## src/rtl/prog_sequencer.sv

```systemverilog
// Run controller for the fetch stage: holds fetch in Init, selects the program slot,
// releases fetch, watches Halt with a watchdog, then reports completion and advances slot.
//
// state | meaning
// IDLE  | waiting for Start; fetch held in Init at the current slot
// INIT  | Init held for INIT_CYCLES cycles before the run
// RUN   | fetch released; run counter and watchdog active
// DONE  | one-cycle completion pulse; slot advances on exit
module prog_sequencer #(
  parameter int NUM_PROGS   = 3,
  parameter int INIT_CYCLES = 2,
  parameter int TIMEOUT     = 1023,
  parameter int CNT_W       = 16
) (
  input  logic             CLK,
  input  logic             Reset_n,
  input  logic             Start,
  input  logic             Abort,
  input  logic             Halt,
  output logic             Init,
  output logic [1:0]       ProgState,
  output logic             Busy,
  output logic             Done,
  output logic [1:0]       DoneProg,
  output logic [CNT_W-1:0] CycleCount,
  output logic             Timeout
);

  localparam int               IW        = (INIT_CYCLES > 1) ? $clog2(INIT_CYCLES) : 1;
  localparam logic [IW-1:0]    INIT_LOAD = IW'(INIT_CYCLES - 1);
  localparam logic [CNT_W-1:0] RUN_LAST  = CNT_W'(TIMEOUT - 1);
  localparam logic [1:0]       LAST_SLOT = 2'(NUM_PROGS - 1);

  typedef enum logic [1:0] {IDLE, INIT, RUN, DONE} state_t;

  state_t           state;
  logic [1:0]       slot;
  logic [IW-1:0]    init_cnt;
  logic [CNT_W-1:0] run_cnt;
  logic             armed;

  always_ff @(posedge CLK) begin
    if (!Reset_n) begin
      state      <= IDLE;
      slot       <= 2'd0;
      init_cnt   <= '0;
      run_cnt    <= '0;
      armed      <= 1'b0;
      DoneProg   <= 2'd0;
      CycleCount <= '0;
      Timeout    <= 1'b0;
    end else begin
      case (state)
        IDLE: begin
          if (Start) begin
            state    <= INIT;
            init_cnt <= INIT_LOAD;
          end
        end
        INIT: begin
          run_cnt <= '0;
          armed   <= 1'b0;
          if (Abort)
            state <= IDLE;
          else if (init_cnt == '0)
            state <= RUN;
          else
            init_cnt <= init_cnt - 1'b1;
        end
        RUN: begin
          run_cnt <= run_cnt + 1'b1;
          // fetch still shows the previous run's Halt on the first RUN cycle
          armed   <= 1'b1;
          if (Abort) begin
            state <= IDLE;
          end else if ((armed && Halt) || (run_cnt == RUN_LAST)) begin
            state      <= DONE;
            DoneProg   <= slot;
            CycleCount <= run_cnt + 1'b1;
            Timeout    <= !(armed && Halt);
          end
        end
        DONE: begin
          state <= IDLE;
          slot  <= (slot == LAST_SLOT) ? 2'd0 : slot + 2'd1;
        end
        default: state <= IDLE;
      endcase
    end
  end

  assign Init      = (state != RUN);
  assign Busy      = (state != IDLE);
  assign Done      = (state == DONE);
  assign ProgState = slot;

endmodule

```

## config.mk

```make
export PLATFORM = sky130hd
export DESIGN_NAME = prog_sequencer
export DESIGN_NICKNAME = d
export VERILOG_FILES = /design/src/rtl/prog_sequencer.sv
export SDC_FILE = /design/constraint.sdc
export NUM_CORES = 1
export LEC_CHECK = 0
export CAP_MARGIN = 10
export CORE_ASPECT_RATIO = 1.25
export CORE_MARGIN = 5
export CORE_UTILIZATION = 59
export CTS_CLUSTER_SIZE = 14
export DETAILED_ROUTE_END_ITERATION = 10
export GPL_TIMING_DRIVEN = 0
export PLACE_DENSITY = 0.95
export SETUP_SLACK_MARGIN = 0.1
export SLEW_MARGIN = 10
export SYNTH_ARGS = -nofsm -noshare
export SYNTH_HDL_FRONTEND = slang
export SYNTH_SLANG_ARGS = --single-unit
```

## constraint.sdc

```tcl
create_clock -name CLK -period 5.9 [get_ports CLK]
set_input_delay 1.18 -clock CLK [delete_from_list [all_inputs] [get_ports CLK]]
set_output_delay 1.18 -clock CLK [all_outputs]
set_load 0.03 [all_outputs]
```

==> qor.txt, run 1 <==
status = completed
Synth Area per Inst = 8.763 µm²
I/O pin count = 29
Initial DRC Count = 223
Core ar. = 0.003513 mm²
first-pass GRT wire length = 9232 µm
die area = 0.004988 mm²
pwr dens = 199.8 mW/mm²
cts repair resizes = 0
CP top delay family = buffers and inverters
DP HPWL = 3820 µm
initial antenna violation count = 0
final wirelength = 5463 µm
ANT nets after route = 0
post-layout power = 0.0005156 W
row cnt = 24
CTS Buf Count = 5
Mapped Area = 0.002165 mm²
GRT overflow = 0
largest area contributor in the netlist = dfxtp_1
critical path class = flop to primary output
Synth area leaders = dfxtp_1 38%, a21oi_1 4.9%, nand3_1 4.2%
Slew @ Worst Pin = 0.6061 ns
vias in the first global route = 2042
Nets = 294
share of layout cells above drive strength 1 = 0.09187
hold_buf cts = 0
most numerous cell in the Yosys netlist = dfxtp_1
final hold viol count = 0
Synth top cells by count = 41 x dfxtp_1, 21 x a21oi_1, 18 x nand3_1
chip height = 77.72 µm
Hold Path Class = flop to flop
vias per cell = 6.466
final setup fails = 0
RSZ-0062 raised after global routing = false
Yosys reg bits = 41
WL per Instance = 16.97 µm
Synthesis Warnings = 0
worst path bufs/invs = 3
H-tree depth = 2
Seq/Total Area, Yosys = 0.3792
CTS tree = done
via count = 2082
post-CTS setup buffer count = 0
setup_tns = 0 ns
Synth-to-Final Area Change = 19.19%
minimum clock period = 3.061 ns
peak supply drop = 0.2014 mV
Worst setup EP type = primary output
port bufs = 28
fin. max-slew vios = 0
ANT cells = 0
crit path DAT = 1.88 ns
final worst-path cycle share = 0.5187
DIE WIDTH = 64.18 µm
maximum number of pins on one net before global-route repair = 14
CP Launch Type = flop
Max FO, Critical Path = 4
clock tree buffer depth = 2
Clock Sinks = 41
leak pwr = 0.9614 nW
clk_lat worst skew = 0.30 ns
DRC = 0
most frequent CP cell = inv_1
fmax = 326.7 MHz
Clock transition at path regs = 0.09 ns
reg-to-reg startpoint = run_cnt[0]$_SDFFE_PN0P_
Worst path max stage delay = 0.69 ns
Final Skew = 0.006039 ns
FFs w/ async S/R, synth = 0
fill cell count = 264
reported max-cap violation count = 0
CP startpoint = state[0]$_SDFFE_PN0P_
slew margin rel. = 0.5945
All-Layer GR Usage = 0.2254
HP Start = armed$_SDFFE_PN0P_
cell count after synthesis = 247
Synth Net Count = 259
Pre-Repair DR Iteration Count = 5
Synth cell types = 43
Root Buffer = clkbuf_8
dominant synthesized flop cell = dfxtp_1
final setup margin = 2.839 ns
crit path max-delay cell type = clkdlybuf4s50_1
EDFF count, synth = 0
Worst EP required = 4.72 ns
worst path cell trace = inv_1 > ha_1 > inv_1 > clkdlybuf4s50_1
Starting Density = 0.6161
GP Congestion = 0.9294
area share of the largest cell type after synthesis = 0.3792
Place WS = 3.191 ns
[tightest hold or removal path, cell delays in order, from the launching register on]
cell and delay [ns]:
dfxtp_1 0.32, nand2_1 0.06, a21oi_1 0.06
[where the power goes]
part | leakage [nW] | internal [W] | switching (W) | total, W
logic | 0.587 | 0.0000169 | 0.0000316 | 0.0000485
registers | 0.331 | 0.000279 | 0.00000256 | 0.000282
clock network | 0.0439 | 0.0000817 | 0.000104 | 0.000185
[cell type report]
cell class / count / area [µm²] / share of cell area
clock buffers: 5 / 68.82 / 0.02667
flip-flops and latches: 41 / 820.8 / 0.3181
inverters: 11 / 41.29 / 0.01600
well taps: 39 / 48.80 / 0.01891
repair buffers: 28 / 280.3 / 0.1086
plain buffers: 16 / 85.08 / 0.03298
multi-input cells: 179 / 1217 / 0.4719
clock inverters: 3 / 17.52 / 0.006790
[final timing paths]
check	end	slack, ns	depth (start not counted)
min reg2reg	armed$_SDFFE_PN0P_	0.48	2
max reg2reg	CycleCount[8]$_SDFFE_PN0P_	3.50	7
max	Init	2.84	4
min	armed$_SDFFE_PN0P_	0.48	2
[cells by family (layout without fill, tap and decap cells)]
kind of cell,count (synthesis),in the layout,share of synthesized area
buf+inv,27,63,0.05838
compound gates,75,75,0.2422
mux,6,6,0.02832
flops,41,41,0.3792
xor+xnor,13,13,0.05260
simple gates,78,78,0.1988
fa+ha+maj,7,7,0.04046
[metal layers]
metal  up-vias  wire length, µm  track usage
met1       972             2155       0.2707
met2       123             2696       0.3793
met3        21              453      0.03902
met4         0              158       0.1181
met5         -                0            0
li1        966                -            -
[cells in the final DEF, fill, tap and decap left out, types with 2 or more instances in the layout]
cell type and count:
xnor2_1 5, xor2_1 8, nand2_1 14, o211a_1 5, or3_1 3, buf_2 3, mux2i_1 5, o21ai_0 16
a211oi_2 2, nor4_1 4, nor3_1 7, nand3b_1 2, o21a_1 8, nand4_1 2, and4_1 3, a21oi_1 21
clkbuf_8 6, clkbuf_1 10, ha_1 7, nand3_1 18, a21boi_0 6, nand4_2 2, clkinv_2 2, inv_1 11
clkdlybuf4s50_1 28, dfxtp_1 41, nor2_1 14, or4_1 4, o31ai_1 2, a211oi_1 8
[state kept, by name, indices dropped and copies added (netlist names)]
signal,cells
CycleCount,16
run_cnt,16
DoneProg,2
ProgState,2
state,2
Timeout,1
armed,1
init_cnt,1
[per-stage QoR]
step                cells  hold WS [ns]  instance area (µm²)  utilization
finish                322        0.4832                 2580       0.7343
global route          322        0.5086                 2580       0.7343
CTS                   322        0.4834                 2580       0.7343
detailed placement    314        0.4702                 2494       0.7098
global placement      314        0.4563                 2494       0.7098
floorplan             247        0.4456                 2165            -
(Power assumes the default switching activity.)
==> run 2: changes to the inputs <==
CORE_UTILIZATION = 54   (was 59)
PLACE_DENSITY = 0.9   (was 0.95)
clock period = 3.19 ns   (was 5.9 ns; I/O delays follow)
==> qor.txt, run 2 (same netlist as run 1, synthesis figures left out) <==
final wirelength = 5216 µm (-4.5%)
GRT overflow = 0 (unchanged)
fin. max-slew vios = 0 (unchanged)
cell internal pwr = 0.0008019 W (+110%)
row cnt = 25 (+4.2%)
clock tree buffer depth = 2 (unchanged)
Worst EP required = 2.55 ns (-2.17 ns)
Core ar. = 0.003816 mm² (+8.6%)
leak pwr = 0.9749 nW (+1.4%)
Starting Density = 0.5672 (-0.04888)
Clock Sinks = 41 (unchanged)
CTS tree = done
I/O pin count = 29 (unchanged)
Clock Power Share = 0.420 (+0.060)
hold_buf cts = 0 (unchanged)
metal3 WL = 302 µm (-33%)
biggest registers after layout = CycleCount (16), run_cnt (16)
DRC = 0 (unchanged)
fmax = 403.6 MHz
chip height = 80.79 µm (+3.9%)
Clock transition at path regs = 0.08 ns (about the same)
Root Buffer = clkbuf_8
post-CTS setup buffer count = 0 (unchanged)
die area = 0.005383 mm² (+7.9%)
Final Skew = 0.007939 ns (+0.001900 ns)
peak supply drop = 0.2569 mV (+28%)
H-tree depth = 2 (unchanged)
Highest Signal Layer = met4
vias in the first global route = 1904 (-6.8%)
via count = 1990 (-4.4%)
Routed met1 length = 2129 µm (-1.2%)
most common cell after layout, fill and taps aside = dfxtp_1
combinational power share = 0.085 (-0.009)
vias per cell = 5.905 (-8.7%)
ANT nets after route = 0 (unchanged)
ANT cells = 0 (unchanged)
status = completed
maximum number of pins on one net before global-route repair = 14 (unchanged)
final setup margin = 0.7120 ns (-2.127 ns)
Max FO, Critical Path = 4 (unchanged)
reported max-cap violation count = 0 (unchanged)
Slew @ Worst Pin = 0.6321 ns (+0.02603 ns)
sw frac = 0.2374 (-0.03003)
worst hold margin = 0.4815 ns (-0.001683 ns)
Hold Path Class = flop to flop
Synth-to-Final Area Change = 21.62%
final setup fails = 0 (unchanged)
crit path DAT = 1.84 ns (-0.04 ns)
RSZ-0062 raised after global routing = false
DP HPWL = 3712 µm (-2.8%)
cts repair resizes = 0 (unchanged)
share of layout cells above drive strength 1 = 0.09187 (unchanged)
setup_tns = 0 ns (unchanged)
slew margin rel. = 0.5771 (-0.01742)
Nets = 294 (unchanged)
first-pass GRT wire length = 8769 µm (-5.0%)
pwr dens = 399.4 mW/mm² (+100%)
Worst setup EP type = primary output
CP Launch Type = flop
GP Congestion = 0.9206 (-0.95%)
WL met2 = 2580 µm (-4.3%)
All-Layer GR Usage = 0.2120 (-0.01340)
Initial DRC Count = 169 (-24%)
WL per Instance = 15.48 µm (-8.8%)
minimum clock period = 2.478 ns
final worst-path cycle share = 0.7768
Reg power frac = 0.495 (-0.051)
CTS Buf Count = 5 (unchanged)
critical path class = flop to primary output
Pre-Repair DR Iteration Count = 4 (-1)
port bufs = 28 (unchanged)
final hold viol count = 0 (unchanged)
most frequent cells in the layout = 41 x dfxtp_1, 28 x clkdlybuf4s50_1, 21 x a21oi_1
DIE WIDTH = 66.63 µm (+3.8%)
Place WS = 0.8287 ns (-2.362 ns)
clk_lat worst skew = 0.30 ns (about the same)
initial antenna violation count = 0 (unchanged)
fill cell count = 302 (+14%)
switching pwr = 0.0002496 W (+81%)
run 2: cell types whose count changed in the layout (fill, tap and decap cells not counted):
cell	before	now
clkinv_2	2	0
bufinv_16	0	1
clkbuf_8	6	7
run 2: power groups by stage:
stage	combinational, W	clock [W]	sequential [W]
after floorplan	0.0000586	0	0.000532
after global placement	0.0000857	0	0.000533
after detailed placement	0.0000879	0	0.000533
after CTS	0.0000885	0.000449	0.000521
after global routing	0.0000993	0.000470	0.000521
final	0.0000893	0.000442	0.000521
run 2: worst max-delay path, stage by stage, from the launching register on:
cell,delay (ns)
dfxtp_1,0.39
inv_1,0.10
ha_1,0.24
inv_1,0.12
clkdlybuf4s50_1,0.69
run 2: stage by stage:
step	area (µm²)	total power, W	cells	utilization
floorplan	2165	0.0005905	247	-
global placement	2512	0.0006182	329	0.6584
detailed placement	2512	0.0006207	329	0.6584
CTS	2633	0.001059	337	0.6898
global route	2633	0.001090	337	0.6898
finish	2633	0.001052	337	0.6898
run 2: path summary, 6_finish.rpt:
kind                                          startpoint  slack (ns)  depth (start not counted)                          to
worst max register to register   run_cnt[1]$_SDFFE_PN0P_        0.77                          6  CycleCount[8]$_SDFFE_PN0P_
worst min register to register  DoneProg[1]$_SDFFE_PN0P_        0.48                          2    DoneProg[1]$_SDFFE_PN0P_
worst max-delay path               state[0]$_SDFFE_PN0P_        0.71                          4                        Init
worst min-delay path            DoneProg[1]$_SDFFE_PN0P_        0.48                          2    DoneProg[1]$_SDFFE_PN0P_
run 2: per-layer routing:
layer	global-route usage	vias to the layer above
met5	0	-
met4	0.1260	0
met3	0.04288	15
met2	0.3710	63
met1	0.2332	947
li1	-	965
run 2: layout make-up:
| class | count | area (µm²) | share of cell area |
|---|---|---|---|
| Sequential cell | 41 | 820.8 | 0.3118 |
| Tap cell | 54 | 67.56 | 0.02567 |
| Clock inverter | 2 | 37.54 | 0.01426 |
| Buffer | 16 | 85.08 | 0.03232 |
| Inverter | 11 | 41.29 | 0.01568 |
| Timing Repair Buffer | 28 | 280.3 | 0.1065 |
| Multi-Input combinational cell | 179 | 1217 | 0.4625 |
| Clock buffer | 6 | 82.58 | 0.03137 |
